**config.mk**
```make
export PLATFORM = sky130hd
export DESIGN_NAME = vga_scan_gen_flat
export DESIGN_NICKNAME = d
export VERILOG_FILES = /design/src/rtl/vga_scan_gen_if.sv /design/src/rtl/vga_scan_gen.sv /design/src/flat_wrapper.sv
export SDC_FILE = /design/constraint.sdc
export NUM_CORES = 1
export LEC_CHECK = 0
export ABC_AREA = 1
export ABC_CLOCK_PERIOD_IN_PS = 2400
export CORE_MARGIN = 4
export CORE_UTILIZATION = 50
export CTS_CLUSTER_DIAMETER = 80
export CTS_CLUSTER_SIZE = 10
export DETAILED_ROUTE_END_ITERATION = 10
export PLACE_DENSITY = 0.77
export SYNTH_ARGS = -nofsm -noshare
export SYNTH_HDL_FRONTEND = slang
export SYNTH_SLANG_ARGS = --single-unit
```
**constraint.sdc**
```tcl
create_clock -name Clk -period 2.4 [get_ports Clk]
set_clock_uncertainty 0.2 [all_clocks]
set_input_delay 0.24 -clock Clk [delete_from_list [all_inputs] [get_ports Clk]]
set_output_delay 0.24 -clock Clk [all_outputs]
set_load 0.05 [all_outputs]
```
**src/rtl/vga_scan_gen_if.sv**
```systemverilog
`default_nettype none
// ============================================================================
//  Module      : vga_scan_gen_if
//  Description : Bundle of the raster scan generator's pixel-enable input and
//                its scan outputs (coordinates, sync, blank, line/frame
//                strobes).
//                  master : the scan generator (drives coordinates/syncs)
//                  slave  : a consumer that supplies pix_ce and reads the scan
//  Ports       : pix_ce (to generator); DrawX, DrawY, VGA_HS, VGA_VS,
//                VGA_BLANK_N, line_start, frame_start (from generator)
//  Revision    : 1.0 - initial release
// ============================================================================
interface vga_scan_gen_if;
    logic       pix_ce;
    logic [9:0] DrawX;
    logic [9:0] DrawY;
    logic       VGA_HS;
    logic       VGA_VS;
    logic       VGA_BLANK_N;
    logic       line_start;
    logic       frame_start;

    modport master (
        input  pix_ce,
        output DrawX, DrawY, VGA_HS, VGA_VS, VGA_BLANK_N, line_start, frame_start
    );

    modport slave (
        output pix_ce,
        input  DrawX, DrawY, VGA_HS, VGA_VS, VGA_BLANK_N, line_start, frame_start
    );
endinterface
`default_nettype wire

```
**src/rtl/vga_scan_gen.sv**
```systemverilog
`default_nettype none
// ============================================================================
//  Module      : vga_scan_gen
//  Description : Raster scan generator. Horizontal/vertical pixel counters
//                with registered active-low syncs, blank and one-clock
//                line/frame strobes, all aligned with DrawX/DrawY.
//  Ports       : Clk         - system clock
//                Reset       - synchronous reset, active-high
//                bus.pix_ce  - pixel-advance enable (ignored with divider)
//                bus.DrawX/DrawY, VGA_HS, VGA_VS, VGA_BLANK_N,
//                bus.line_start, bus.frame_start - scan outputs
//  Options     : `define PIXEL_CLK_DIV_EN -> internal divide-by-2 pixel tick
//                replaces pix_ce.
//  Revision    : 1.0 - initial release
// ============================================================================
module vga_scan_gen #(
    parameter int H_VISIBLE = 640,
    parameter int H_FP      = 16,
    parameter int H_SYNC    = 96,
    parameter int H_BP      = 48,
    parameter int V_VISIBLE = 480,
    parameter int V_FP      = 10,
    parameter int V_SYNC    = 2,
    parameter int V_BP      = 33
) (
    input  wire logic       Clk,
    input  wire logic       Reset,
    vga_scan_gen_if.master  bus
);

    localparam int c_H_TOTAL = H_VISIBLE + H_FP + H_SYNC + H_BP;
    localparam int c_V_TOTAL = V_VISIBLE + V_FP + V_SYNC + V_BP;

    localparam logic [9:0]  c_H_LAST     = 10'(c_H_TOTAL - 1);
    localparam logic [9:0]  c_V_LAST     = 10'(c_V_TOTAL - 1);
    // Region bounds are 11 bits so an end bound equal to 1024 cannot wrap.
    localparam logic [10:0] c_H_VIS      = 11'(H_VISIBLE);
    localparam logic [10:0] c_HS_START   = 11'(H_VISIBLE + H_FP);
    localparam logic [10:0] c_HS_END     = 11'(H_VISIBLE + H_FP + H_SYNC);
    localparam logic [10:0] c_V_VIS      = 11'(V_VISIBLE);
    localparam logic [10:0] c_VS_START   = 11'(V_VISIBLE + V_FP);
    localparam logic [10:0] c_VS_END     = 11'(V_VISIBLE + V_FP + V_SYNC);

    logic       w_tick;
    logic       w_h_wrap;
    logic       w_v_wrap;
    logic [9:0] w_hc_next;
    logic [9:0] w_vc_next;

    logic [9:0] r_hc;
    logic [9:0] r_vc;
    logic       r_hs;
    logic       r_vs;
    logic       r_blank_n;
    logic       r_line_start;
    logic       r_frame_start;

`ifdef PIXEL_CLK_DIV_EN
    logic r_div;
    logic w_unused_pix_ce;

    assign w_unused_pix_ce = bus.pix_ce;

    // Toggle starts at 0, so the first tick lands on the 2nd edge after reset.
    always_ff @(posedge Clk) begin
        if (Reset) begin
            r_div <= 1'b0;
        end else begin
            r_div <= ~r_div;
        end
    end

    assign w_tick = r_div;
`else
    assign w_tick = bus.pix_ce;
`endif

    assign w_h_wrap  = (r_hc == c_H_LAST);
    assign w_v_wrap  = (r_vc == c_V_LAST);
    assign w_hc_next = w_h_wrap ? 10'd0 : r_hc + 10'd1;
    assign w_vc_next = !w_h_wrap ? r_vc :
                       (w_v_wrap ? 10'd0 : r_vc + 10'd1);

    // Sync/blank/strobes are computed from the next counter values so that
    // they change on the same edge as DrawX/DrawY.
    always_ff @(posedge Clk) begin
        if (Reset) begin
            r_hc          <= c_H_LAST;
            r_vc          <= c_V_LAST;
            r_hs          <= 1'b1;
            r_vs          <= 1'b1;
            r_blank_n     <= 1'b0;
            r_line_start  <= 1'b0;
            r_frame_start <= 1'b0;
        end else begin
            r_line_start  <= 1'b0;
            r_frame_start <= 1'b0;
            if (w_tick) begin
                r_hc          <= w_hc_next;
                r_vc          <= w_vc_next;
                r_hs          <= !(({1'b0, w_hc_next} >= c_HS_START) &&
                                   ({1'b0, w_hc_next} <  c_HS_END));
                r_vs          <= !(({1'b0, w_vc_next} >= c_VS_START) &&
                                   ({1'b0, w_vc_next} <  c_VS_END));
                r_blank_n     <= ({1'b0, w_hc_next} < c_H_VIS) &&
                                 ({1'b0, w_vc_next} < c_V_VIS);
                r_line_start  <= w_h_wrap;
                r_frame_start <= w_h_wrap && w_v_wrap;
            end
        end
    end

    assign bus.DrawX       = r_hc;
    assign bus.DrawY       = r_vc;
    assign bus.VGA_HS      = r_hs;
    assign bus.VGA_VS      = r_vs;
    assign bus.VGA_BLANK_N = r_blank_n;
    assign bus.line_start  = r_line_start;
    assign bus.frame_start = r_frame_start;

endmodule
`default_nettype wire

```
**src/flat_wrapper.sv**
```systemverilog
// flat-port wrapper written by rule: the top's interface ports become plain ports
module vga_scan_gen_flat 
#(
    parameter int H_VISIBLE = 640,
    parameter int H_FP      = 16,
    parameter int H_SYNC    = 96,
    parameter int H_BP      = 48,
    parameter int V_VISIBLE = 480,
    parameter int V_FP      = 10,
    parameter int V_SYNC    = 2,
    parameter int V_BP      = 33
)
  (Clk, Reset, bus_pix_ce, bus_DrawX, bus_DrawY, bus_VGA_HS, bus_VGA_VS, bus_VGA_BLANK_N, bus_line_start, bus_frame_start);
  vga_scan_gen_if bus_i ();
  input  wire logic Clk;
  input  wire logic Reset;
  input wire logic [$bits(bus_i.pix_ce)-1:0] bus_pix_ce;
  output wire logic [$bits(bus_i.DrawX)-1:0] bus_DrawX;
  output wire logic [$bits(bus_i.DrawY)-1:0] bus_DrawY;
  output wire logic [$bits(bus_i.VGA_HS)-1:0] bus_VGA_HS;
  output wire logic [$bits(bus_i.VGA_VS)-1:0] bus_VGA_VS;
  output wire logic [$bits(bus_i.VGA_BLANK_N)-1:0] bus_VGA_BLANK_N;
  output wire logic [$bits(bus_i.line_start)-1:0] bus_line_start;
  output wire logic [$bits(bus_i.frame_start)-1:0] bus_frame_start;
  assign bus_i.pix_ce = bus_pix_ce;
  assign bus_DrawX = bus_i.DrawX;
  assign bus_DrawY = bus_i.DrawY;
  assign bus_VGA_HS = bus_i.VGA_HS;
  assign bus_VGA_VS = bus_i.VGA_VS;
  assign bus_VGA_BLANK_N = bus_i.VGA_BLANK_N;
  assign bus_line_start = bus_i.line_start;
  assign bus_frame_start = bus_i.frame_start;
  vga_scan_gen #(.H_VISIBLE(H_VISIBLE), .H_FP(H_FP), .H_SYNC(H_SYNC), .H_BP(H_BP), .V_VISIBLE(V_VISIBLE), .V_FP(V_FP), .V_SYNC(V_SYNC), .V_BP(V_BP)) u_core (.Clk(Clk), .Reset(Reset), .bus(bus_i));
endmodule
```
; Yosys cells after proc, flatten, opt, wreduce, memory -nomap -nowiden
; Index checks and enable logic that the tools add are counted.
; Widths: inputs -> output; s select.
[op_classes]
bitwise = 1
n_mux = 3
reduce_logical = 7
magnitude_cmp = 6
add_sub_neg = 2
n_eq_ne = 2
[ops]
columns = op, n
row1 = $mux 10, 3
row2 = $add 10x1->10 const B, 2
row3 = $eq 10x10->1 const B, 2
row4 = $lt 10x10->1 const B, 2
row5 = $lt 10x9->1 const B, 2
row6 = $ge 10x10->1 const B, 1
row7 = $ge 10x9->1 const B, 1
row8 = $logic_and 1x1->1, 4
row9 = $logic_not 1->1, 2
row10 = $reduce_or 2->1, 1
row11 = $not 1->1, 1
[word_totals]
in_bits = 3
reg_bits = 25
out_inout_bits = 25
elab_cells = 28

; Depth between registers and ports, before layout
; Gate-level depths: netlist of the first run.
[depth]
depth_word = 6
ltp_mapped = 12
ltp_nobuf = 12

; Worst setup path before layout of the first run
; No wires, ideal clock.
[synth_path]
path_kind = reg-to-reg
from = reg u_core.r_hc[0] (netlist: u_core.bus.DrawX[0])
to = reg u_core.r_vs (netlist: u_core.bus.VGA_VS)
stages_incl_launch_ff = 10
t_arrival_ns = 1.985
path_slack_ns = 0.098
required_ns = 2.083
synth_period_minus_slack_ns = 2.302
path_buffers = 1
setup_ns = 0.117
cell_sequence = dfxtp_1 > ha_1 > nand4_4 > nor2_4 > buf_6 > nand4_2 > nand3_2 > nand3_1 > o21bai_1 > nand2_1
[synth_between]
elab_chain_len = 5
word_cells_on_any_way = 6
classes_between = order compare: 2 / eq/ne: 1 / mux: 1 / reduce/logical: 2
[synth_lines]
columns = element, line_no
row1 = from (decl), vga_scan_gen.sv:50  ; logic [9:0] r_hc;
row2 = from (signal assigned), vga_scan_gen.sv:88  ; r_hc <= c_H_LAST;
row3 = from (signal assigned), vga_scan_gen.sv:99  ; r_hc <= w_hc_next;
row4 = $eq 10x10->1 *, vga_scan_gen.sv:78  ; assign w_h_wrap = (r_hc == c_H_LAST);
row5 = $mux 10 *, vga_scan_gen.sv:81  ; assign w_vc_next = !w_h_wrap ? r_vc :
row6 = $ge 10x9->1 / $lt 10x9->1 (equally long branches), "vga_scan_gen.sv:103, vga_scan_gen.sv:104"
row7 = $logic_and 1x1->1 *, vga_scan_gen.sv:103  ; r_vs <= !(({1'b0, w_vc_next} >= c_VS_START) &&
row8 = $logic_not 1->1 *, vga_scan_gen.sv:103
row9 = to (signal assigned), vga_scan_gen.sv:103
row10 = to (decl), vga_scan_gen.sv:53  ; logic r_vs;
; Mark *: on every way between the ends. The rest lies on a longest branch, timed or not.
; A chain may end at the register's enable or synchronous reset.

; Worst setup path in the final report of the first run
[layout_path]
from = reg u_core.r_hc[3] (netlist: u_core.bus.DrawX[3])
to = out bus_DrawX[3]
[layout_rtl]
columns = element, line_no
row1 = to (decl), flat_wrapper.sv:18  ; output wire logic [$bits(bus_i.DrawX)-1:0] bus_DrawX;
; No word-level cell between the ends.

==> flow_metrics.env, run 1 <==
export IMPL_outcome="complete, no violations"
export IMPL_r2r_start="u_core.bus.DrawX[0]"
export IMPL_finalHoldViolations=0
export IMPL_nets=282
export IMPL_post_cts_buffers=0
export IMPL_fp_dieW_um=63.7
export IMPL_fmax_mhz=459
export IMPL_setup_tns_final_ns=0
export IMPL_overflow=0
export IMPL_grt_max_degree=23
export IMPL_slowest_delay_ns=0.87
export IMPL_clock_latency_ns=0.33
export IMPL_syn_num_nets=254
export IMPL_period_share_pct=90.7
export IMPL_path_clk_slew_ns=0.14
export IMPL_cts_buffers=3
export IMPL_fp_coreArea_mm2=0.00285
export IMPL_clock_sinks=25
export IMPL_layout_drive_gt1_share_pct=5.84
export IMPL_cp_buffers_inverters=1
export IMPL_crit_path_top_delay_cell="clkdlybuf4s50_1"
export IMPL_cts_max_level=1
export IMPL_rsz0062_at_grt="false"
export IMPL_die_h_um=63.7
export IMPL_antenna_cells=0
export IMPL_vias=1618
export IMPL_syn2layout_area_growth_pct=21.3
export IMPL_start_util_pct=54.4
export IMPL_cp_max_fo=7
export IMPL_reg2reg_to="u_core.bus.VGA_VS"
export IMPL_async_flop_share_pct=0
export IMPL_tritoncts="yes"
export IMPL_antenna_found_initial=0
export IMPL_dieArea_mm2=0.00406
export IMPL_syn_cell_area_mm2=0.00155
export IMPL_synth_area_per_cell_um2=6.29
export IMPL_hold_start="u_core.bus.VGA_BLANK_N"
export IMPL_maxSlewViolCount=0
export IMPL_r2r_cells=10
export IMPL_p_leak_nw=0.921
export IMPL_ctsHoldBuffers=0
export IMPL_io_buffer_count=27
export IMPL_synth_common_cells="nand2_1 (78), inv_1 (26), nor2_1 (26)"
export IMPL_crit_required_ns=1.96
export IMPL_wl_per_cell_um=12.5
export IMPL_dp_cells=301
export IMPL_ant_nets=0
export IMPL_grt_pass1_vias=1473
export IMPL_grt_usage_pct=19.6
export IMPL_routed_via_density=5.30
export IMPL_crit_family="buffers and inverters"
export IMPL_p_per_area_mw_per_mm2=591
export IMPL_path_cells="clkdlybuf4s50_1"
export IMPL_yosysMostFrequentCell="nand2_1"
export IMPL_critical_path_depth=1
export IMPL_synth_area_leaders="dfxtp_1 (32%), nand2_1 (19%), nand3_1 (7.4%)"
export IMPL_slew_headroom_pct=65.8
export IMPL_final_cells=305
export IMPL_cp_start_kind="flop"
export IMPL_synth_top_area_share_pct=32.2
export IMPL_pin_count=28
export IMPL_utilization_pct=66.0
export IMPL_cts_max_path_buffers=2
export IMPL_setup_viol=0
export IMPL_synth_cell_types=29
export IMPL_synth_top_cell_by_area="dfxtp_1"
export IMPL_post_cts_resized=0
export IMPL_hold_depth=2
export IMPL_vdd_ir_drop_max_mv=0.386
export IMPL_post_route_min_period_ns=2.18
export IMPL_dr_first_iter_drc_count=116
export IMPL_dp_hpwl_um=2840
export IMPL_drt_total_wl_um=3810
export IMPL_grt_pass1_wl_um=6540
export IMPL_cp_data_arrival_time_ns=1.74
export IMPL_rrSetupSlack_ns=0.24
export IMPL_fillers=281
export IMPL_clockRootBuffer="clkbuf_4"
export IMPL_ys_ff_latch=25
export IMPL_min_path_type="flop to flop"
export IMPL_synth_edf_count=0
export IMPL_postSynthCellCount=247
export IMPL_drv_cap=0
export IMPL_rows=19
export IMPL_drcViolationCount=0
export IMPL_setup_worst_path_end_class="primary output"
export IMPL_synth_seq_area_share_pct=32.2
export IMPL_yosys_warnings=0
export IMPL_place_area_mm2=0.00185
export IMPL_gp_congestion=0.900
export IMPL_hold_end="u_core.bus.VGA_BLANK_N"
export IMPL_path_class="flop to primary output"
export IMPL_ys_flop_type="dfxtp_1"
export IMPL_first_pass_iters=4
export IMPL_worst_pin_slew_ns=0.511
export IMPL_finalInstanceArea_mm2=0.00188
registers in the layout, indices dropped and copies added, names as in the netlist:
name	count
u_core.bus.DrawY	10
u_core.bus.VGA_BLANK_N	1
u_core.bus.VGA_VS	1
u_core.bus.VGA_HS	1
u_core.bus.line_start	1
u_core.bus.frame_start	1
u_core.bus.DrawX	10
how the worst max path moves through the flow:
stage / from / endpoint / slack, ns
global route: u_core.bus.DrawX[0] / u_core.bus.VGA_HS / 0.03
finish: u_core.bus.DrawX[3] / bus_DrawX[3] / 0.22
detailed placement: u_core.bus.DrawX[0] / u_core.bus.VGA_VS / 0.26
floorplan: u_core.bus.DrawX[0] / u_core.bus.VGA_VS / 0.1
global placement: u_core.bus.DrawX[0] / u_core.bus.VGA_VS / 0.36
CTS: u_core.bus.DrawX[3] / bus_DrawX[3] / 0.23
final cells by class:
class / instances / area, µm² / share of cell area, %
Sequential cell: 25 / 500 / 26.6
Timing Repair Buffer: 31 / 300 / 15.9
Clock buffer: 3 / 22.5 / 1.20
Inverter: 27 / 101 / 5.38
Tap cell: 31 / 38.8 / 2.06
Multi-Input combinational cell: 187 / 912 / 48.4
Clock inverter: 1 / 7.51 / 0.399
report_power, final:
part	internal, mW	switching (mW)
clock	0.0640	0.139
sequential	0.446	0.0499
combinational	0.139	0.274
total	0.650	0.463
cells by family (layout without fill, tap and decap cells):
group	after synthesis	count (layout)	share of synthesized area [%]
compound gates	41	41	14.7
xor+xnor	1	1	0.564
fa+ha+maj	4	4	3.22
buf+inv	35	62	9.02
flops	25	25	32.2
simple gates	141	141	40.2
cell usage in the layout (no fill, tap or decap), drive strengths merged:
cell type      count
nor3               2
o211a              1
a21oi             19
clkbuf             3
buf                4
inv               27
xor2               1
nand4              5
o31ai              2
or2                1
clkdlybuf4s50     27
nand2             79
nand3             24
o21ai             15
clkinvlp           1
nor2              27
dfxtp             25
o21bai             1
o211ai             2
nand3b             1
a21o               1
ha                 4
nor3b              2
per-layer routing:
metal	GRT usage, %	up-vias	part of all wire, %
li1	-	857	-
met1	25.5	713	48
met2	33.6	41	46
met3	2.31	7	4.0
met4	6.74	0	1.7
met5	0	-	0
through the flow:
| step | worst slack [ns] | hold WS [ns] | power [mW] |
|---|---|---|---|
| global placement | 0.361 | 0.264 | 0.916 |
| detailed placement | 0.264 | 0.270 | 0.917 |
| finish | 0.224 | 0.287 | 1.11 |
| CTS | 0.235 | 0.292 | 1.11 |
| global route | 0.0265 | 0.319 | 1.18 |
| floorplan | 0.0979 | 0.140 | 0.802 |
Power figures use the tool's default switching activity.
==> run 2, diff against run 1 <==
--- a/config.mk
+++ b/config.mk
@@ -7,6 +7,7 @@
 export LEC_CHECK = 0
 export ABC_AREA = 1
 export ABC_CLOCK_PERIOD_IN_PS = 2400
+export CORE_ASPECT_RATIO = 0.7
 export CORE_MARGIN = 4
 export CORE_UTILIZATION = 50
 export CTS_CLUSTER_DIAMETER = 80
==> flow_metrics.env, run 2 (synthesized netlist as in run 1, its figures left out) <==
export IMPL_io_buffer_count=27
export IMPL_maxSlewViolCount=0
export IMPL_fp_coreArea_mm2=0.00288
export IMPL_ctsHoldBuffers=0
export IMPL_mostFrequentLayoutCell="nand2_1"
export IMPL_dp_hpwl_um=2890
export IMPL_p_int_uw=705
export IMPL_grt_pass1_wl_um=6620
export IMPL_dieArea_mm2=0.00408
export IMPL_cp_max_fo=10
export IMPL_cts_buffers=3
export IMPL_power_share_sequential_pct=42.8
export IMPL_finalHoldViolations=0
export IMPL_power_frac_clock_pct=20.9
export IMPL_worst_pin_slew_ns=0.695
export IMPL_slew_headroom_pct=53.6
export IMPL_pin_count=28
export IMPL_layout_drive_gt1_share_pct=5.47
export IMPL_ant_nets=0
export IMPL_cts_max_level=1
export IMPL_swShare_pct=39.1
export IMPL_drv_cap=0
export IMPL_clockRootBuffer="clkbuf_8"
export IMPL_place_area_mm2=0.00186
export IMPL_fp_dieW_um=74.6
export IMPL_grt_usage_pct=21.6
export IMPL_rows=16
export IMPL_cts_max_path_buffers=2
export IMPL_cp_data_arrival_time_ns=2.16
export IMPL_syn2layout_area_growth_pct=22.6
export IMPL_period_share_pct=91.5
export IMPL_die_h_um=54.6
export IMPL_clock_sinks=25
export IMPL_routed_via_density=5.24
export IMPL_antenna_cells=0
export IMPL_finalInstanceArea_mm2=0.00190
export IMPL_setup_tns_final_ns=0
export IMPL_fmax_mhz=456
export IMPL_post_route_min_period_ns=2.19
export IMPL_start_util_pct=53.9
export IMPL_grt_pass1_vias=1361
export IMPL_cp_start_kind="flop"
export IMPL_path_class="flop to flop"
export IMPL_drt_total_wl_um=3930
export IMPL_drcViolationCount=0
export IMPL_multi_input_area_um2=912
export IMPL_dr_first_iter_drc_count=164
export IMPL_p_per_area_mw_per_mm2=608
export IMPL_overflow=0
export IMPL_power_mw=1.16
export IMPL_min_path_type="flop to flop"
export IMPL_rsz0062_at_grt="false"
export IMPL_clock_latency_ns=0.26
export IMPL_final_cell_mix="nand2_1 (78), clkdlybuf4s50_1 (27), inv_1 (26), nor2_1 (26), dfxtp_1 (25)"
export IMPL_crit_required_ns=2.36
export IMPL_tritoncts="yes"
export IMPL_wl_per_cell_um=12.7
export IMPL_grt_max_degree=24
export IMPL_rrSetupSlack_ns=0.21
export IMPL_regArea_um2=500
export IMPL_p_switching_uw=453
export IMPL_first_pass_iters=4
export IMPL_path_clk_slew_ns=0.08
export IMPL_post_cts_buffers=0
export IMPL_vias=1625
export IMPL_dp_cells=306
export IMPL_nets=282
export IMPL_vdd_ir_drop_max_mv=0.397
export IMPL_final_cells=310
export IMPL_setup_viol=0
export IMPL_fillers=275
export IMPL_outcome="complete, no violations"
export IMPL_p_leak_nw=0.929
export IMPL_gp_congestion=0.977
export IMPL_combinationalPowerShare_pct=36.3
export IMPL_setup_worst_path_end_class="flop"
export IMPL_post_cts_resized=0
export IMPL_antenna_found_initial=0
## run 2: cell count changes in the layout (fill, tap and decap cells not counted), sizes merged
| cell | change |
|---|---|
| clkbuf | +1 |
| clkinvlp | -1 |
## run 2: routing by layer
metal / track usage [%] / share of wire, % / vias to the layer above
li1: - / - / 855
met1: 32.6 / 51 / 704
met2: 31.0 / 40 / 64
met3: 5.14 / 8.2 / 2
met4: 3.85 / 0.48 / 0
met5: 0 / 0 / -
## run 2: critical path, cell delays in order (launching register included)
cell	delay [ns]
dfxtp_1	0.44
ha_1	0.29
nand4_4	0.18
nor2_4	0.27
inv_2	0.16
nand3_1	0.17
nand2_1	0.06
nor2_1	0.11
o211ai_1	0.10
nand2_1	0.07
nand2_1	0.04
## run 2: path summary, 6_finish.rpt
| check | from | endpoint | cells past startpoint |
|---|---|---|---|
| max | u_core.bus.DrawX[0] | u_core.bus.VGA_HS | 10 |
| min | u_core.bus.VGA_BLANK_N | u_core.bus.VGA_BLANK_N | 2 |
| min reg2reg | u_core.bus.VGA_BLANK_N | u_core.bus.VGA_BLANK_N | 2 |
| max reg2reg | u_core.bus.DrawX[0] | u_core.bus.VGA_HS | 10 |
## run 2: final cells by class
cell class              instances  share of cell area [%]
repair buffers                 31                    15.8
well taps                      36                    2.37
clock buffers                   4                    2.37
multi-input cells             187                    47.9
flip-flops and latches         25                    26.3
inverters                      27                    5.32
## run 2: power groups by stage
stage          registers, mW  logic (mW)  clock network (mW)
2_1_floorplan          0.599       0.203                   0
3_3_place_gp           0.503       0.415                   0
3_5_place_dp           0.504       0.416                   0
4_1_cts                0.494       0.418               0.251
5_1_grt                0.502       0.459               0.271
6_report               0.496       0.420               0.242
## run 2: per-stage QoR
stage,hold WS [ns],utilization (%),setup slack [ns]
2_1_floorplan,0.140,-,0.0979
5_1_grt,0.303,66.1,0.0165
3_5_place_dp,0.260,64.5,0.220
3_3_place_gp,0.259,64.5,0.301
4_1_cts,0.290,66.1,0.206
6_report,0.294,66.1,0.205
==> run 3, diff against run 2 <==
--- a/config.mk
+++ b/config.mk
@@ -7,6 +7,7 @@
 export LEC_CHECK = 0
 export ABC_AREA = 1
 export ABC_CLOCK_PERIOD_IN_PS = 2400
+export CAP_MARGIN = 20
 export CORE_ASPECT_RATIO = 0.7
 export CORE_MARGIN = 4
 export CORE_UTILIZATION = 50
==> results of run 3 <==
No change in the layout: final DEF, timing and power equal those of run 2.
